<file path="config.mk">
export PLATFORM = sky130hd
export DESIGN_NAME = dmem_port_arbiter
export DESIGN_NICKNAME = d
export VERILOG_FILES = /design/src/rtl/dmem_port_arbiter.sv
export SDC_FILE = /design/constraint.sdc
export NUM_CORES = 1
export LEC_CHECK = 0
export CORE_ASPECT_RATIO = 1.2
export CORE_MARGIN = 3
export CORE_UTILIZATION = 50
export DETAILED_ROUTE_END_ITERATION = 10
export GPL_TIMING_DRIVEN = 0
export PLACE_DENSITY = 0.78
export SYNTH_ARGS = -nofsm -noshare
export SYNTH_HDL_FRONTEND = slang
export SYNTH_SLANG_ARGS = --single-unit
</file>
<file path="constraint.sdc">
create_clock -name clk -period 4.5 [get_ports clk]
set_input_delay 0.675 -clock clk [delete_from_list [all_inputs] [get_ports clk]]
set_output_delay 0.675 -clock clk [all_outputs]
set_load 0.01 [all_outputs]
</file>
<file path="src/rtl/dmem_port_arbiter.sv">
// Single-port data SRAM arbiter: reads take the port immediately, writes are posted
// into a circular buffer and drained on idle cycles, with read forwarding from pending writes.
module dmem_port_arbiter #(
  parameter int ADDR_WIDTH = 16,
  parameter int DATA_WIDTH = 16,
  parameter int WB_DEPTH   = 4
) (
  input  logic                  clk,
  input  logic                  reset,
  input  logic                  rd_req,
  input  logic [ADDR_WIDTH-1:0] rd_addr,
  output logic                  rd_ready,
  output logic                  rd_valid,
  output logic [DATA_WIDTH-1:0] rd_data,
  input  logic                  wr_req,
  input  logic [ADDR_WIDTH-1:0] wr_addr,
  input  logic [DATA_WIDTH-1:0] wr_data,
  output logic                  wr_ready,
  output logic                  wb_empty,
  output logic [ADDR_WIDTH-1:0] sram_addr,
  output logic [DATA_WIDTH-1:0] sram_wdata,
  input  logic [DATA_WIDTH-1:0] sram_rdata,
  output logic                  we_n
);

  localparam int PW = $clog2(WB_DEPTH);
  localparam logic [PW:0] FULL_CNT = (PW+1)'(WB_DEPTH);

  typedef enum logic [1:0] {
    ST_IDLE  = 2'd0,
    ST_READ  = 2'd1,
    ST_DRAIN = 2'd2
  } port_state_e;

  port_state_e           state_r;
  port_state_e           state_next_s;

  logic [PW:0]           count_r;
  logic [PW:0]           count_next_s;
  logic [PW-1:0]         head_r;
  logic [PW-1:0]         tail_r;
  logic [ADDR_WIDTH-1:0] wb_addr_r [WB_DEPTH];
  logic [DATA_WIDTH-1:0] wb_data_r [WB_DEPTH];

  logic                  full_s;
  logic                  push_s;
  logic                  read_s;
  logic                  drain_s;

  logic [PW-1:0]         scan_idx_s;
  logic                  buf_hit_s;
  logic [DATA_WIDTH-1:0] buf_data_s;
  logic                  fwd_hit_s;
  logic [DATA_WIDTH-1:0] fwd_data_s;
  logic                  fwd_hit_r;
  logic [DATA_WIDTH-1:0] fwd_data_r;

  logic                  rd_valid_r;
  logic [DATA_WIDTH-1:0] rd_data_r;
  logic [ADDR_WIDTH-1:0] sram_addr_r;
  logic [DATA_WIDTH-1:0] sram_wdata_r;
  logic                  we_n_r;

  // Full blocks both requesters, so a full buffer always yields a drain cycle.
  assign full_s  = (count_r == FULL_CNT);
  assign push_s  = wr_req && !full_s;
  assign read_s  = rd_req && !full_s;
  assign drain_s = !read_s && (count_r != '0);

  assign rd_ready   = !full_s;
  assign wr_ready   = !full_s;
  assign wb_empty   = (count_r == '0) && we_n_r;
  assign rd_valid   = rd_valid_r;
  assign rd_data    = rd_data_r;
  assign sram_addr  = sram_addr_r;
  assign sram_wdata = sram_wdata_r;
  assign we_n       = we_n_r;

  // Port owner for the coming cycle.
  always_comb begin
    state_next_s = ST_IDLE;
    if (read_s) begin
      state_next_s = ST_READ;
    end else if (drain_s) begin
      state_next_s = ST_DRAIN;
    end else begin
      state_next_s = ST_IDLE;
    end
  end

  // Buffer occupancy after this edge; a simultaneous push and pop leaves it unchanged.
  always_comb begin
    count_next_s = count_r;
    case ({push_s, drain_s})
      2'b10:   count_next_s = count_r + (PW+1)'(1);
      2'b01:   count_next_s = count_r - (PW+1)'(1);
      default: count_next_s = count_r;
    endcase
  end

  // Scan oldest to youngest so the youngest matching entry wins.
  always_comb begin
    buf_hit_s  = 1'b0;
    buf_data_s = '0;
    scan_idx_s = head_r;
    for (int k = 0; k < WB_DEPTH; k++) begin
      scan_idx_s = head_r + PW'(k);
      if (((PW+1)'(k) < count_r) && (wb_addr_r[scan_idx_s] == rd_addr)) begin
        buf_hit_s  = 1'b1;
        buf_data_s = wb_data_r[scan_idx_s];
      end else begin
        buf_hit_s  = buf_hit_s;
        buf_data_s = buf_data_s;
      end
    end
  end

  // A same-cycle write is older in program order than the read, so it beats the buffer.
  always_comb begin
    fwd_hit_s  = 1'b0;
    fwd_data_s = '0;
    if (push_s && (wr_addr == rd_addr)) begin
      fwd_hit_s  = 1'b1;
      fwd_data_s = wr_data;
    end else if (buf_hit_s) begin
      fwd_hit_s  = 1'b1;
      fwd_data_s = buf_data_s;
    end else begin
      fwd_hit_s  = 1'b0;
      fwd_data_s = '0;
    end
  end

  // Owner state register.
  always_ff @(posedge clk) begin
    if (reset) begin
      state_r <= ST_IDLE;
    end else begin
      state_r <= state_next_s;
    end
  end

  // Buffer pointers and occupancy.
  always_ff @(posedge clk) begin
    if (reset) begin
      count_r <= '0;
      head_r  <= '0;
      tail_r  <= '0;
    end else begin
      count_r <= count_next_s;
      if (push_s) begin
        tail_r <= tail_r + PW'(1);
      end
      if (drain_s) begin
        head_r <= head_r + PW'(1);
      end
    end
  end

  // Buffer storage.
  always_ff @(posedge clk) begin
    if (reset) begin
      for (int i = 0; i < WB_DEPTH; i++) begin
        wb_addr_r[i] <= '0;
        wb_data_r[i] <= '0;
      end
    end else if (push_s) begin
      wb_addr_r[tail_r] <= wr_addr;
      wb_data_r[tail_r] <= wr_data;
    end
  end

  // SRAM port drive; address and write data hold on idle cycles.
  always_ff @(posedge clk) begin
    if (reset) begin
      sram_addr_r  <= '0;
      sram_wdata_r <= '0;
      we_n_r       <= 1'b1;
    end else begin
      case (state_next_s)
        ST_READ: begin
          sram_addr_r <= rd_addr;
          we_n_r      <= 1'b1;
        end
        ST_DRAIN: begin
          sram_addr_r  <= wb_addr_r[head_r];
          sram_wdata_r <= wb_data_r[head_r];
          we_n_r       <= 1'b0;
        end
        default: begin
          we_n_r <= 1'b1;
        end
      endcase
    end
  end

  // Forwarding decision is frozen at acceptance, then merged with SRAM data one cycle later.
  always_ff @(posedge clk) begin
    if (reset) begin
      fwd_hit_r  <= 1'b0;
      fwd_data_r <= '0;
      rd_valid_r <= 1'b0;
      rd_data_r  <= '0;
    end else begin
      if (read_s) begin
        fwd_hit_r  <= fwd_hit_s;
        fwd_data_r <= fwd_data_s;
      end
      rd_valid_r <= (state_r == ST_READ);
      if (state_r == ST_READ) begin
        rd_data_r <= fwd_hit_r ? fwd_data_r : sram_rdata;
      end
    end
  end

endmodule

</file>
==> results of run 1 <==
[report_power, final]
group | total (mW) | internal, mW | switching, mW
clock network | 1.77 | 1.03 | 0.748
logic | 3.22 | 1.47 | 1.75
registers | 2.48 | 2.28 | 0.206
total | 7.48 | 4.77 | 2.71
[per-stage QoR]
| step | instance area [um2] | setup TNS, ps | worst slack (ps) | power (mW) | utilization [%] |
|---|---|---|---|---|---|
| 6_report | 15500 | 0 | 512 | 7.48 | 60.1 |
| 5_1_grt | 15500 | 0 | 374 | 7.79 | 60.1 |
| 4_1_cts | 15500 | 0 | 629 | 7.45 | 60.1 |
| 3_5_place_dp | 14800 | 0 | 135 | 5.69 | 57.4 |
| 3_3_place_gp | 14700 | -17570 | -288 | 5.63 | 57.1 |
| 2_1_floorplan | 13200 | 0 | 1250 | 4.64 | - |
[cells by family (layout without fill, tap and decap cells)]
family	Yosys count	after routing
AND/OR/NAND/NOR	377	377
flip-flops	206	206
AO/OA/AOI/OAI	172	172
buffers and inverters	172	321
multiplexers	164	164
XOR/XNOR	83	83
adder cells (fa/ha/maj)	6	6
[routing by layer]
layer | wire length, um | part of all wire (%) | global-route usage (%) | up-vias
li1 | - | - | - | 4682
met1 | 16600 | 40 | 40.2 | 5125
met2 | 18700 | 45 | 43.7 | 650
met3 | 4990 | 12 | 7.89 | 70
met4 | 1030 | 2.5 | 7.92 | 0
met5 | 0 | 0 | 0 | -
[synthesized netlist by cell type, types with 2 or more instances]
master       n
buf_6       12
nand2_1    123
a41o_1      16
o221ai_1     3
or2_2        2
mux4_1       3
nor3_1       9
mux2_2       2
o211ai_1     3
ha_1         6
nor4_1       7
and2_1      35
clkbuf_1    72
a22oi_1      3
o21ai_0      4
nand4_1      7
inv_1       60
buf_1        7
o31ai_1     16
a21oi_1     25
a211oi_1    20
a2111oi_4    2
a221oi_1     2
buf_2       13
nand2b_1     4
mux4_2     108
o21bai_1     2
a311oi_1    32
o2111ai_1    2
nor4_2       2
nand3_1     18
mux2i_1     51
xor2_1      40
a2111oi_0   16
edfxtp_1   128
nor2b_1     23
a21o_1      16
nor2_1     126
buf_4        7
dfxtp_1     78
xnor2_1     43
or4_1       16
[area by class of cell]
type,instances,area share [%]
repair buffers,110,7.23
inverters,61,1.48
well taps,330,2.67
plain buffers,111,3.55
multi-input cells,802,45.6
flip-flops and latches,206,35.0
clock buffers,34,4.34
clock inverters,5,0.194
[registers in the layout (all words and copies together), names as in the netlist, named ones only]
name and count:
fwd_hit_r 1, rd_valid 1, sram_wdata 16, tail_r 2
fwd_data_r 16, state_r 2, we_n 1, wb_data_r 64
count_r 3, wb_addr_r 64, head_r 2, sram_addr 16
rd_data 16
[worst max path at each step]
stage | to | from | slack, ps
after floorplan | wb_addr_r[1][0]$_SDFFCE_PN0P_ | count_r[0]$_SDFFE_PP0P_ | 1250
after global placement | wb_data_r[2][9]$_SDFFCE_PN0P_ | wr_req | -290
after detailed placement | fwd_data_r[12]$_SDFFE_PP0P_ | rd_addr[13] | 140
after CTS | fwd_data_r[6]$_SDFFE_PP0P_ | rd_addr[13] | 630
after global routing | fwd_data_r[10]$_SDFFE_PP0P_ | rd_addr[9] | 370
final | fwd_data_r[11]$_SDFFE_PP0P_ | head_r[1]$_SDFFE_PP0P_ | 510
[worst max-delay path, stage by stage, from the launching register on]
cell and delay (ps):
dfxtp_1 310, buf_2 290, clkbuf_1 690, mux4_2 430, xor2_1 200, nor3_1 380, o211ai_1 410, o2bb2a_4 330
buf_6 130, buf_2 180, a311oi_1 420, o31ai_1 100
==> impl_metrics.json, run 1 <==
{
  "ctsResizeCount": 0,
  "drv_cap": 0,
  "drt-initial-drc-count": 1284,
  "fp.dieW_um": 154,
  "synth_top_family_by_area": "multiplexers",
  "synth_top_area_share_pct": 29.1,
  "grt_pass1_wl_um": 62500,
  "hp-start": "sram_wdata[12]$_SDFFE_PP0N_",
  "clk-insertion-delay-late_ps": 520,
  "dr.pass1.iters": 5,
  "critPathMaxFanout": 10,
  "ys_seq_elements": 206,
  "rrSetupSlack_ps": 510,
  "ctsHoldBuffers": 0,
  "synth_flop_cell": "edfxtp_1",
  "cts_buffer_depth": 3,
  "grt_max_degree": 33,
  "cts_tree": "done",
  "vias": 10500,
  "dp.cells": 1620,
  "layout_commonest_cell": "edfxtp_1",
  "ant_nets": 0,
  "clk_pin_slew_ps": 70,
  "fillers": 2047,
  "min_path_type": "register to register",
  "start_util_pct": 51.4,
  "end_kind": "register",
  "r2r-start": "head_r[1]$_SDFFE_PP0P_",
  "dieArea_mm2": 0.0284,
  "max_freq_mhz": 251,
  "hold_end": "sram_wdata[12]$_SDFFE_PP0N_",
  "drive_above_1_share_pct": 14.7,
  "area_growth_pct": 17.1,
  "die_h_um": 184,
  "postSynthAreaPerCell_um2": 11.2,
  "synth_compound_area_share_pct": 10.6,
  "routed_wl_um": 41300,
  "cts.htree.levels": 1,
  "setup_viol": 0,
  "period_share_pct": 88.6,
  "finalHoldViolCount": 0,
  "slew_headroom_pct": 31.7,
  "grt_setup_unrepaired": "false",
  "hold_slack_ps": 461,
  "syn_inst": 1180,
  "synthesis.nets": 1254,
  "hpwl_um": 31500,
  "status": "complete, no violations",
  "synth_area_leaders": "edfxtp_1, mux4_2, dfxtp_1, mux2i_1, nor2_1",
  "min_path_cells": 2,
  "grt-ovfl-total": 0,
  "power_density_mw_per_mm2": 484,
  "yosys-mux-area-fraction_pct": 23.1,
  "critPathRequiredTime_ps": 4900,
  "finalClockSkew_ps": 9.78,
  "synthSimpleGateAreaFrac_pct": 13.4,
  "mostFrequentLayoutCells": "edfxtp_1, nor2_1, nand2_1, mux4_2, clkdlybuf4s50_1",
  "fin_cells": 1659,
  "first_global_vias": 10400,
  "async_flop_share_pct": 0,
  "ir_drop_mv": 0.220,
  "cts_setup_buffers": 0,
  "synth_edf_count": 128,
  "multiInputGateArea_mm2": 0.00705,
  "port_buffers": 107,
  "tightest_slew_ps": 1020,
  "synth-xor-area-share_pct": 5.51,
  "ys_seq_area_share_pct": 40.9,
  "slew_violations": 0,
  "cts_buffers": 22,
  "seq_area_mm2": 0.00541,
  "reg2reg_to": "fwd_data_r[11]$_SDFFE_PP0P_",
  "yosysTopAreaCell": "edfxtp_1",
  "grtUsageTotal_pct": 28.5,
  "critPathKind": "register to register",
  "finalCriticalPeriod_ps": 3990,
  "via_per_inst": 6.35,
  "yosysWarnings": 0,
  "crit_arrival_ps": 4390,
  "diodes": 0,
  "power.leakage_nw": 5.47,
  "cts_root_buf": "clkbuf_16",
  "antenna_found_initial": 0,
  "start_kind": "register",
  "place_congestion": 0.997,
  "ios": 121,
  "drc": 0,
  "wire_per_inst_um": 24.9,
  "cts_sinks": 206,
  "synthAdderAreaFrac_pct": 0.569,
  "ff2ff_path_depth": 11,
  "core_area_mm2": 0.0257,
  "mappedNetlistArea_mm2": 0.0132,
  "ys_types": 58,
  "core.rowCount": 64,
  "final_nets": 1388
}
Power figures use the tool's default switching activity.
==> run 2: changes to the inputs <==
--- a/config.mk
+++ b/config.mk
@@ -7,10 +7,10 @@
 export LEC_CHECK = 0
 export CORE_ASPECT_RATIO = 1.2
 export CORE_MARGIN = 3
-export CORE_UTILIZATION = 50
+export CORE_UTILIZATION = 59
 export DETAILED_ROUTE_END_ITERATION = 10
 export GPL_TIMING_DRIVEN = 0
-export PLACE_DENSITY = 0.78
+export PLACE_DENSITY = 0.89
 export SYNTH_ARGS = -nofsm -noshare
 export SYNTH_HDL_FRONTEND = slang
 export SYNTH_SLANG_ARGS = --single-unit
==> run 2 against run 1 <==
Register-to-register slack gained 140 ps; combinational power grew 2%; design area grew 0.62%; hold slack gained 1.3 ps; setup slack gained 82 ps; global-route usage grew 5.8 points; power grew 6.1%; core utilization grew 11 points; non-clock buffer count is the same; clock skew grew 8.5 ps; sequential cell count is the same; critical path type is now input pin to register.
==> impl_metrics.json, run 2 (synthesis gave the netlist of run 1 again) <==
{
  "status": "complete, no violations",
  "ir_drop_mv": 0.365,
  "critPathKind": "input pin to register",
  "critPathRequiredTime_ps": 4930,
  "cp_common_cell": "clkbuf_1",
  "cts_setup_buffers": 0,
  "fin_cells": 1604,
  "combPwrFrac_pct": 41.3,
  "ctsHoldBuffers": 0,
  "cts_buffers": 22,
  "multiInputGateArea_mm2": 0.00705,
  "switchingPower_mw": 2.79,
  "wire_per_inst_um": 26.2,
  "first_global_vias": 10600,
  "crit_arrival_ps": 4340,
  "drt-initial-drc-count": 1643,
  "vias": 11000,
  "dieArea_mm2": 0.0242,
  "core_area_mm2": 0.0219,
  "fillers": 1530,
  "p_clk_share_pct": 27.3,
  "setup_viol": 0,
  "power_density_mw_per_mm2": 510,
  "layout_commonest_cell": "edfxtp_1",
  "finalPower_mw": 7.93,
  "drc": 0,
  "end_kind": "register",
  "port_buffers": 107,
  "grtUsageTotal_pct": 34.3,
  "dr.pass1.iters": 6,
  "via_per_inst": 6.87,
  "cts_sinks": 206,
  "dp.cells": 1564,
  "min_path_type": "register to register",
  "ios": 121,
  "finalHoldViolCount": 0,
  "drive_above_1_share_pct": 14.7,
  "mostFrequentLayoutCells": "edfxtp_1, nor2_1, nand2_1, mux4_2, clkdlybuf4s50_1",
  "place_congestion": 1.00,
  "max_freq_mhz": 256,
  "grt-ovfl-total": 0,
  "drv_cap": 0,
  "dp_slack_ps": 235,
  "slew_headroom_pct": 28.9,
  "die_h_um": 170,
  "cell_internal_pwr_mw": 5.14,
  "period_share_pct": 86.8,
  "cp_cell_sequence": "clkdlybuf4s50_1 -> clkbuf_1 -> xor2_1 -> nor4_1 -> nand4_1 -> nor3_1 -> clkbuf_1 -> clkbuf_1 -> nand3_1 -> a21o_1 -> o31ai_1",
  "ant_nets": 0,
  "cts_buffer_depth": 3,
  "finalClockSkew_ps": 18.3,
  "seq_area_mm2": 0.00541,
  "start_kind": "input pin",
  "fp.dieW_um": 143,
  "clk_pin_slew_ps": 60,
  "hpwl_um": 31400,
  "cts_tree": "done",
  "power.leakage_nw": 5.53,
  "switching_share_pct": 35.2,
  "clk-insertion-delay-late_ps": 530,
  "antenna_found_initial": 0,
  "layout_setup_ws_ps": 594,
  "routed_wl_um": 42100,
  "start_util_pct": 60.4,
  "grt_pass1_wl_um": 63300,
  "final_nets": 1388,
  "grt_setup_unrepaired": "false",
  "diodes": 0,
  "core.rowCount": 59,
  "cts.htree.levels": 1,
  "grt_max_degree": 33,
  "cts_root_buf": "clkbuf_16",
  "tightest_slew_ps": 1070,
  "slew_violations": 0,
  "ctsResizeCount": 0,
  "area_growth_pct": 17.8,
  "critPathMaxStageDelay_ps": 570,
  "crit_slowest_cell": "nor3_1",
  "reg_top3": "wb_addr_r x64, wb_data_r x64",
  "critPathMaxFanout": 10,
  "finalCriticalPeriod_ps": 3910,
  "seq_power_share_pct": 31.4
}
## run 2: changes by cell type in the layout (fill, tap and decap cells not counted)
cell | before | now
bufinv_16 | 0 | 8
clkbuf_1 | 77 | 75
clkbuf_16 | 24 | 23
clkbuf_2 | 2 | 0
clkbuf_8 | 3 | 0
clkinv_1 | 0 | 2
clkinv_2 | 3 | 0
clkinvlp_4 | 0 | 3
inv_4 | 1 | 0
## run 2: cell type report
class	count	share of cell area (%)
plain buffers	111	3.53
clock buffers	26	3.77
inverters	61	1.47
well taps	274	2.20
flip-flops and latches	206	34.7
multi-input cells	802	45.3
clock inverters	14	1.79
repair buffers	110	7.19
## run 2: worst max-delay path: cells and delay by family
kind | cells | cell delay, ps
compound gates | 2 | 250
xor+xnor | 1 | 160
buf+inv | 4 | 1890
simple gates | 4 | 1340
## run 2: power by group through the flow
stage / combinational, mW / sequential, mW / clock [mW]
3_5_place_dp: 3.18 / 2.51 / 0
2_1_floorplan: 2.15 / 2.49 / 0
3_3_place_gp: 3.14 / 2.49 / 0
6_report: 3.27 / 2.49 / 2.17
5_1_grt: 3.46 / 2.51 / 2.24
4_1_cts: 3.20 / 2.47 / 2.17
## run 2: final timing paths
path                               start                           to  slack, ps  depth (start not counted)
max                           rd_addr[9]  fwd_data_r[10]$_SDFFE_PP0P_        590                         11
min          sram_wdata[11]$_SDFFE_PP0N_  sram_wdata[11]$_SDFFE_PP0N_        460                          2
min reg2reg  sram_wdata[11]$_SDFFE_PP0N_  sram_wdata[11]$_SDFFE_PP0N_        460                          2
max reg2reg       head_r[1]$_SDFFE_PP0P_  fwd_data_r[10]$_SDFFE_PP0P_        650                         10
## run 2: through the flow
| step | hold slack [ps] | util, % | setup TNS [ps] | cell area (um2) |
|---|---|---|---|---|
| after floorplan | 481 | - | 0 | 13200 |
| final | 462 | 71.2 | 0 | 15600 |
| after CTS | 465 | 71.2 | 0 | 15600 |
| after global placement | 443 | 66.9 | -15380 | 14600 |
| after global routing | 486 | 71.2 | 0 | 15600 |
| after detailed placement | 453 | 67.2 | 0 | 14700 |
## run 2: layer usage
metal	vias to the layer above	wire length, um	global-route usage [%]
met5	-	0	0
met4	0	1200	8.43
met3	111	6180	12.7
met2	860	18400	51.3
met1	5356	16300	48.2
li1	4700	-	-
